### src/rtl/rv32i_regfile_mp_if.sv
// rtl/rv32i_regfile_mp_if.sv - decode/writeback bus of the multi-port register file
interface rv32i_regfile_mp_if #(
  parameter int XLEN     = 32,
  parameter int REG_BITS = 5,
  parameter int NUM_READ = 2
);
  logic                         write_i;
  logic [REG_BITS-1:0]          rd_addr_i;
  logic [XLEN-1:0]              data_i;
  logic                         write_pc_i;
  logic [XLEN-1:0]              data_pc_i;
  logic [NUM_READ*REG_BITS-1:0] rs_addr_i;
  logic [NUM_READ*XLEN-1:0]     rs_o;
  logic [NUM_READ-1:0]          rs_busy_o;
  logic                         mark_busy_i;
  logic [REG_BITS-1:0]          busy_addr_i;
  logic [XLEN-1:0]              pc_o;
  logic                         ready_o;

  modport master (
    output write_i, rd_addr_i, data_i, write_pc_i, data_pc_i, rs_addr_i,
           mark_busy_i, busy_addr_i,
    input  rs_o, rs_busy_o, pc_o, ready_o
  );

  modport slave (
    input  write_i, rd_addr_i, data_i, write_pc_i, data_pc_i, rs_addr_i,
           mark_busy_i, busy_addr_i,
    output rs_o, rs_busy_o, pc_o, ready_o
  );
endinterface

### src/rtl/rv32i_regfile_mp.sv
// rtl/rv32i_regfile_mp.sv - multi-read-port integer register file with clear sequencer, scoreboard and PC
module rv32i_regfile_mp #(
  parameter int              XLEN         = 32,
  parameter int              REG_BITS     = 5,
  parameter int              NUM_READ     = 2,
  parameter logic [XLEN-1:0] RESET_VECTOR = '0
) (
  input logic              clk_i,
  input logic              rst_ni,
  rv32i_regfile_mp_if.slave bus
);
  localparam int DEPTH = 2 ** REG_BITS;

  typedef enum logic {CLEAR, RUN} state_t;

  state_t                        state, state_next;
  logic [REG_BITS-1:0]           cnt, cnt_next;
  logic                          clearing;
  logic                          ready;
  logic                          eff_write;
  logic                          eff_mark;
  logic                          mem_we;
  logic [REG_BITS-1:0]           mem_waddr;
  logic [XLEN-1:0]               mem_wdata;
  logic [DEPTH-1:0]              busy, busy_next;
  logic [NUM_READ-1:0][XLEN-1:0] rs_q;
  logic [NUM_READ-1:0]           rs_busy_q;
  logic [XLEN-1:0]               pc_q;

  // Clear sequencer state and index register
  always_ff @(posedge clk_i or negedge rst_ni) begin
    if (!rst_ni) begin
      state <= CLEAR;
      cnt   <= '0;
    end else begin
      state <= state_next;
      cnt   <= cnt_next;
    end
  end

  // Walk every index once after reset, then stay in RUN until the next reset
  always_comb begin
    state_next = state;
    cnt_next   = cnt;
    clearing   = 1'b0;
    case (state)
      CLEAR: begin
        clearing = 1'b1;
        cnt_next = cnt + 1'b1;
        if (&cnt) state_next = RUN;
      end
      RUN: begin
        state_next = RUN;
      end
      default: state_next = CLEAR;
    endcase
  end

  assign ready     = (state == RUN);
  assign eff_write = ready && bus.write_i && (bus.rd_addr_i != '0);
  assign eff_mark  = ready && bus.mark_busy_i && (bus.busy_addr_i != '0);

  // The clear sequencer and writeback share the single write port of each copy
  assign mem_we    = clearing || eff_write;
  assign mem_waddr = clearing ? cnt : bus.rd_addr_i;
  assign mem_wdata = clearing ? '0 : bus.data_i;

  // Scoreboard update: writeback clears, issue marks; a same-edge mark wins
  always_comb begin
    busy_next = busy;
    if (eff_write) busy_next[bus.rd_addr_i] = 1'b0;
    if (eff_mark)  busy_next[bus.busy_addr_i] = 1'b1;
    busy_next[0] = 1'b0;
  end

  // Pending-write scoreboard register
  always_ff @(posedge clk_i or negedge rst_ni) begin
    if (!rst_ni) busy <= '0;
    else         busy <= busy_next;
  end

  for (genvar p = 0; p < NUM_READ; p++) begin : g_port
    logic [REG_BITS-1:0] addr;
    logic [XLEN-1:0]     mem [DEPTH];

    assign addr = bus.rs_addr_i[p*REG_BITS +: REG_BITS];

    // Private storage copy for this port; every copy sees every write
    always_ff @(posedge clk_i) begin
      if (mem_we) mem[mem_waddr] <= mem_wdata;
    end

    // Registered read with write-first bypass; x0 and the clear phase read as zero
    always_ff @(posedge clk_i or negedge rst_ni) begin
      if (!rst_ni) begin
        rs_q[p]      <= '0;
        rs_busy_q[p] <= 1'b0;
      end else if (clearing || addr == '0) begin
        rs_q[p]      <= '0;
        rs_busy_q[p] <= 1'b0;
      end else begin
        rs_q[p]      <= (eff_write && addr == bus.rd_addr_i) ? bus.data_i : mem[addr];
        rs_busy_q[p] <= busy_next[addr];
      end
    end
  end

  // Program counter; loads are honoured even while the clear runs
  always_ff @(posedge clk_i or negedge rst_ni) begin
    if (!rst_ni)             pc_q <= RESET_VECTOR;
    else if (bus.write_pc_i) pc_q <= bus.data_pc_i;
  end

  assign bus.rs_o      = rs_q;
  assign bus.rs_busy_o = rs_busy_q;
  assign bus.pc_o      = pc_q;
  assign bus.ready_o   = ready;
endmodule

### src/flat_wrapper.sv
// flat-port wrapper written by rule: the top's interface ports become plain ports
module rv32i_regfile_mp_flat 
#(
  parameter int              XLEN         = 32,
  parameter int              REG_BITS     = 5,
  parameter int              NUM_READ     = 2,
  parameter logic [XLEN-1:0] RESET_VECTOR = '0
)
  (clk_i, rst_ni, bus_write_i, bus_rd_addr_i, bus_data_i, bus_write_pc_i, bus_data_pc_i, bus_rs_addr_i, bus_mark_busy_i, bus_busy_addr_i, bus_rs_o, bus_rs_busy_o, bus_pc_o, bus_ready_o);
  rv32i_regfile_mp_if #(.XLEN(XLEN), .REG_BITS(REG_BITS), .NUM_READ(NUM_READ)) bus_i ();
  input logic clk_i;
  input logic rst_ni;
  input wire logic [$bits(bus_i.write_i)-1:0] bus_write_i;
  input wire logic [$bits(bus_i.rd_addr_i)-1:0] bus_rd_addr_i;
  input wire logic [$bits(bus_i.data_i)-1:0] bus_data_i;
  input wire logic [$bits(bus_i.write_pc_i)-1:0] bus_write_pc_i;
  input wire logic [$bits(bus_i.data_pc_i)-1:0] bus_data_pc_i;
  input wire logic [$bits(bus_i.rs_addr_i)-1:0] bus_rs_addr_i;
  input wire logic [$bits(bus_i.mark_busy_i)-1:0] bus_mark_busy_i;
  input wire logic [$bits(bus_i.busy_addr_i)-1:0] bus_busy_addr_i;
  output wire logic [$bits(bus_i.rs_o)-1:0] bus_rs_o;
  output wire logic [$bits(bus_i.rs_busy_o)-1:0] bus_rs_busy_o;
  output wire logic [$bits(bus_i.pc_o)-1:0] bus_pc_o;
  output wire logic [$bits(bus_i.ready_o)-1:0] bus_ready_o;
  assign bus_i.write_i = bus_write_i;
  assign bus_i.rd_addr_i = bus_rd_addr_i;
  assign bus_i.data_i = bus_data_i;
  assign bus_i.write_pc_i = bus_write_pc_i;
  assign bus_i.data_pc_i = bus_data_pc_i;
  assign bus_i.rs_addr_i = bus_rs_addr_i;
  assign bus_i.mark_busy_i = bus_mark_busy_i;
  assign bus_i.busy_addr_i = bus_busy_addr_i;
  assign bus_rs_o = bus_i.rs_o;
  assign bus_rs_busy_o = bus_i.rs_busy_o;
  assign bus_pc_o = bus_i.pc_o;
  assign bus_ready_o = bus_i.ready_o;
  rv32i_regfile_mp #(.XLEN(XLEN), .REG_BITS(REG_BITS), .NUM_READ(NUM_READ), .RESET_VECTOR(RESET_VECTOR)) u_core (.clk_i(clk_i), .rst_ni(rst_ni), .bus(bus_i));
endmodule
### config.mk
export PLATFORM = sky130hd
export DESIGN_NAME = rv32i_regfile_mp_flat
export DESIGN_NICKNAME = d
export VERILOG_FILES = /design/src/rtl/rv32i_regfile_mp_if.sv /design/src/rtl/rv32i_regfile_mp.sv /design/src/flat_wrapper.sv
export SDC_FILE = /design/constraint.sdc
export NUM_CORES = 2
export LEC_CHECK = 0
export CAP_MARGIN = 10
export CORE_MARGIN = 2
export CORE_UTILIZATION = 65
export DETAILED_ROUTE_END_ITERATION = 6
export PLACE_DENSITY = 0.84
export SYNTH_ARGS = -nofsm -noshare
export SYNTH_HDL_FRONTEND = slang
export SYNTH_SLANG_ARGS = --single-unit
### constraint.sdc
create_clock -name clk_i -period 9.62 [get_ports clk_i]
set_clock_uncertainty 0.15 [all_clocks]
set_input_delay 2.405 -clock clk_i [delete_from_list [all_inputs] [get_ports clk_i]]
set_output_delay 2.405 -clock clk_i [all_outputs]
set_load 0.005 [all_outputs]
# After elaboration in Yosys (flattened, before gate mapping)
# Memories as Yosys holds them, arrays and structs flattened.
# Index checks and enable logic that the tools add are counted.
# word_totals
ff_bits	135
mem_bits_rw	2048
out_inout_bits	99
elab_cells	62
memories	2
# op_classes
addsub	1
n_lt_le_gt_ge	6
eq_ne	2
mux	23
bitwise_logic	4
reduce_logical	16
# memory_table
name	depth	width	rd	rd_clocked_by_memory_dff	write_ports	line_no	rtl
u_core.g_port[0].mem	32	32	1	0	1	rv32i_regfile_mp.sv:84	logic [XLEN-1:0] mem [DEPTH];
u_core.g_port[1].mem	32	32	1	0	1	rv32i_regfile_mp.sv:84	
# op_table
cell	n
32-bit 2-to-1 mux	7
32-bit AND	1
32-bit NOT	1
32-bit OR	1
5-bit by 6-bit < comparator with 1-bit output (second input constant)	4
1-bit binary-select mux with 5-bit select	2
1-bit demux with 5-bit select	2
5-bit equality test	2
5-bit by 1-bit greater-or-equal comparator with 1-bit output (second input constant)	2
5-bit logical NOT	2
1-bit 2-to-1 mux	10
5-bit nonzero test	2
1-bit logical AND	8
5-bit by 1-bit adder with 5-bit output (second input constant)	1
5-bit 2-to-1 mux	1
5-bit AND reduction	1
1-bit logical OR	3
1-bit case mux with 2 select lines	1
1-bit NOT	1

# Longest topological paths before layout
# depth
word_depth	12
depth_mapped	10

# Worst setup path after synthesis
# OpenSTA, ideal clock, no wires.
# synth_path
kind	input to register
startpoint	input bus_rd_addr_i[1]
endpoint	memory u_core.g_port[1].mem[2][0] (enable)
setup_time_ns	0.421
arrival_ns	4.584
setup_slack_ns	4.464
cell_stages	6
n_path_buf	1
path_cell_list	buf_2 > o311a_1 > inv_1 > o22ai_1 > nand2_1 > nor2_1
# synth_via
elab_chain_cells	5
word_cells_on_any_way	6
# synth_rtl
item	line_no	rtl
from (decl)	flat_wrapper.sv:14	input wire logic [$bits(bus_i.rd_addr_i)-1:0] bus_rd_addr_i;
5-bit nonzero test	rv32i_regfile_mp.sv:60	assign eff_write = ready && bus.write_i && (bus.rd_addr_i != '0);
1-bit logical AND	rv32i_regfile_mp.sv:60	
1-bit logical OR	rv32i_regfile_mp.sv:64	assign mem_we = clearing || eff_write;
1-bit 2-to-1 mux	rv32i_regfile_mp.sv:90	if (mem_we) mem[mem_waddr] <= mem_wdata;
1-bit 2-to-1 mux (implied by the code)	rv32i_regfile_mp.sv:90	
to (decl)	rv32i_regfile_mp.sv:84	
# Parallel ways exist; a longest one is shown, timed or not.

# Final worst setup path
# layout_path
startpoint	input bus_rs_addr_i[2]
endpoint	register u_core.rs_q, in the netlist u_core.bus.rs_o[3]
# layout_via
elab_chain_cells	4
word_cells_on_any_way	7
# layout_rtl
item	line_no	rtl
from (decl)	flat_wrapper.sv:18	input wire logic [$bits(bus_i.rs_addr_i)-1:0] bus_rs_addr_i;
branches (longest 3 deep; another with memory 32 x 32 bit)	-	
32-bit 2-to-1 mux (*)	rv32i_regfile_mp.sv:98	end else if (clearing || addr == '0) begin
to (signal, indexed assignment)	rv32i_regfile_mp.sv:102	rs_q[p] <= (eff_write && addr == bus.rd_addr_i) ? bus.data_i : mem[addr];
to (decl)	rv32i_regfile_mp.sv:26	logic [NUM_READ-1:0][XLEN-1:0] rs_q;
# Mark *: on every way between the ends.
# A chain may end at the register's enable or synchronous reset.

==> flow_summary.yaml <==
detailed_routing:
  wl_per_cell_um: 36.9
  drt_iter0_drc: 5580
  first_pass_iters: 7
  num_vias: 33800
  via_per_inst: 7.86
  ant_nets: 0
  route.detailed.drc: 0
  wl_um: 158000
clock_network:
  clk_pin_slew_worst_paths_ns: 0.06
  cts_hold_buf: 0
  clk_latency_ns: 0.69
  clk_path_buf_depth: 3
  numCtsBuffers: 112
  clock-root-buffer: "clkbuf_16"
  cts_tree: "built"
  cts.sinks: 1159
  cts.repair.resized: 0
  postCtsSetupBuffers: 0
  htree_levels: 3
finish:
  layout_common_cells: "edfxtp_1, mux4_2, mux2i_1, o21ai_0, clkdlybuf4s50_1"
  final_layout_size_suffix_gt1_frac: 0.270
  n_fill_cell: 4460
  final_common_cell: "edfxtp_1"
  multi_input_area_um2: 18700
  finalNetCount: 3222
  antennaDiodeCount: 0
  ff_latch_area_um2: 34100
  final_util: 0.740
  final_cell_area_um2: 60600
  syn_to_final_growth_pct: 12.9
synthesis:
  synth_top_family_by_area: "multiplexers"
  syn_area_um2: 53700
  synthSimpleGateAreaFrac: 0.0251
  asyncSetResetFlopFracSynth: 0.116
  synthDistinctLibCells: 64
  synth.area.mux_share: 0.257
  synth_edf_count: 1024
  synth_compound_area_frac: 0.0586
  synth.avg_cell_area_um2: 17.9
  ys_seq_area_frac: 0.636
  syn-num-nets: 3084
  ys_ff_latch: 1159
  synth-xor-area-share: 0.00212
  syn_inst: 2993
  yosysWarnings: 0
  ys.flop_type: "edfxtp_1"
  synth_fa_ha_area_frac: 0.000466
status:
  outcome: "complete, no violations"
placement:
  port_buffers: 187
  dp_hpwl_um: 86200
  pre_cts_ws_ns: 3.16
  gp_congestion: 0.900
  postPlaceCellArea_um2: 56800
pwr:
  intPower_w: 0.00863
  p_comb_frac: 0.094
  switching_share: 0.228
  clkPwrFrac: 0.405
  p_seq_frac: 0.501
  p_leak_nw: 20.0
  p_per_area_nw_per_um2: 184
  irDropWorstVdd_uv: 168
  switchingPower_w: 0.00255
die:
  dieArea_um2: 84900
  start_util: 0.656
  core_um2: 81800
  die_width_um: 291
  die_h_um: 291
  io_pins: 188
  num_rows: 105
global_route:
  antenna_found_initial: 1
  grt_usage: 0.377
  grt_pass1_vias: 34200
  grt_pass1_wl_um: 231000
  grt_start_max_net_pins: 119
  grt_overflow: 0
critical_path:
  r2r_slack_ns: 5.42
  startpoint_type: "input pin"
  arrival_ns: 6.02
  critical_path_class: "in2reg"
  critPathRequiredTime_ns: 10.01
  end_kind: "register"
  cp_max_fo: 54
  reg2regPathDepth: 7
job:
  maxCapViolations: 0
sta:
  fin_setup_tns_ns: 0
  fmax_ghz: 0.178
  relSlewSlack: 0.214
  finalHoldViolCount: 0
  setup_ws_ns: 4.00
  slew_viol_final: 0
  period_minus_slack_ns: 5.62
  period_share: 0.585
  tightest_slew_ns: 1.18
  finalSetupViolCount: 0
  rsz0062_at_grt: "false"
worst_hold_path:
  min_path_type: "reg2reg"
  hold_path_depth: 1
-- synth_stat cells (3+ instances only) --
| cell | number | share of area |
|---|---|---|
| edfxtp_1 | 1024 | 0.57 |
| mux4_2 | 463 | 0.19 |
| mux2i_1 | 226 | 0.042 |
| o21ai_0 | 189 | 0.018 |
| nor2_1 | 139 | 0.0097 |
| dfrtp_1 | 135 | 0.063 |
| clkbuf_1 | 131 | 0.0092 |
| mux2_2 | 99 | 0.021 |
| buf_2 | 73 | 0.0068 |
| a21oi_1 | 66 | 0.0062 |
| a221oi_1 | 62 | 0.010 |
| a22oi_1 | 62 | 0.0087 |
| nand2_1 | 55 | 0.0038 |
| a211oi_1 | 32 | 0.0045 |
| and2_1 | 32 | 0.0037 |
| o211ai_1 | 32 | 0.0045 |
| buf_4 | 18 | 0.0025 |
| o21ai_1 | 18 | 0.0017 |
| inv_1 | 15 | 0.0010 |
| buf_1 | 10 | 0.00070 |
| nand3b_1 | 8 | 0.0011 |
| xnor2_1 | 8 | 0.0013 |
| nand2b_1 | 7 | 0.00082 |
| nand3_1 | 7 | 0.00065 |
| nand4_1 | 7 | 0.00082 |
| nor2b_1 | 7 | 0.00082 |
| a31oi_1 | 5 | 0.00058 |
| o21a_1 | 5 | 0.00070 |
| xor2_1 | 5 | 0.00082 |
| nor3_1 | 4 | 0.00037 |
| o31a_1 | 4 | 0.00065 |
| o31ai_1 | 4 | 0.00056 |
| and3_1 | 3 | 0.00035 |
| or2_2 | 3 | 0.00035 |
-- sequential cells by signal (all words and copies together), names as in the netlist --
signal / cells
u_core.bus.ready_o: 1
u_core.g_port.mem: 1024
u_core.bus.rs_o: 64
u_core.cnt: 5
u_core.bus.pc_o: 32
u_core.bus.rs_busy_o: 2
u_core.busy: 31
-- cell families after synthesis --
logic type / Yosys count
flip-flops: 1159
multiplexers: 788
AO/OA/AOI/OAI: 495
AND/OR/NAND/NOR: 287
buffers and inverters: 249
XOR/XNOR: 13
adder cells (fa/ha/maj): 2
-- critical path, stage by stage --
cell,delay (ns)
buf_4,0.42
buf_4,0.83
xor2_1,0.16
nor3_2,0.24
buf_4,0.70
or2_2,0.65
buf_12,0.31
o21ai_0,0.14
-- per-layer routing --
| layer | GRT usage | vias up | wire (µm) |
|---|---|---|---|
| met5 | 0 | - | 9 |
| met1 | 0.495 | 17000 | 50900 |
| li1 | - | 12800 | - |
| met3 | 0.105 | 650 | 23600 |
| met4 | 0.195 | 2 | 9620 |
| met2 | 0.584 | 3357 | 74400 |
-- power by group through the flow --
stage	combinational, W	clock (W)	sequential (W)
6_report	0.00105	0.00453	0.00560
5_1_grt	0.00110	0.00473	0.00560
4_1_cts	0.00104	0.00453	0.00560
3_5_place_dp	0.00102	0	0.00570
3_3_place_gp	0.000993	0	0.00570
2_1_floorplan	0.000615	0	0.00569
-- metrics by stage --
stage          hold WS, ns  std cells  power [W]
2_1_floorplan        0.323       2993    0.00631
3_3_place_gp         0.338       4078    0.00669
3_5_place_dp         0.347       4086    0.00673
4_1_cts              0.360       4296     0.0112
5_1_grt              0.374       4297     0.0114
6_report             0.358       4297     0.0112
-- worst paths after layout --
path	from	end
min in group asynchronous	rst_ni	u_core.busy[15]
max in group asynchronous	rst_ni	u_core.bus.rs_o[21]
max reg2reg	u_core.bus.ready_o	u_core.g_port[1].mem[19][22]
max	bus_rs_addr_i[2]	u_core.bus.rs_o[3]
min	u_core.bus.pc_o[9]	u_core.bus.pc_o[9]
min reg2reg	u_core.bus.pc_o[9]	u_core.bus.pc_o[9]
-- cell type report --
class / instances / area share
Tap cell: 1070 / 0.0221
Inverter: 16 / 0.00103
Sequential cell: 1159 / 0.563
Clock inverter: 81 / 0.0132
Clock buffer: 129 / 0.0489
Multi-Input combinational cell: 1585 / 0.309
Timing Repair Buffer: 257 / 0.0426
Power figures use the tool's default switching activity.
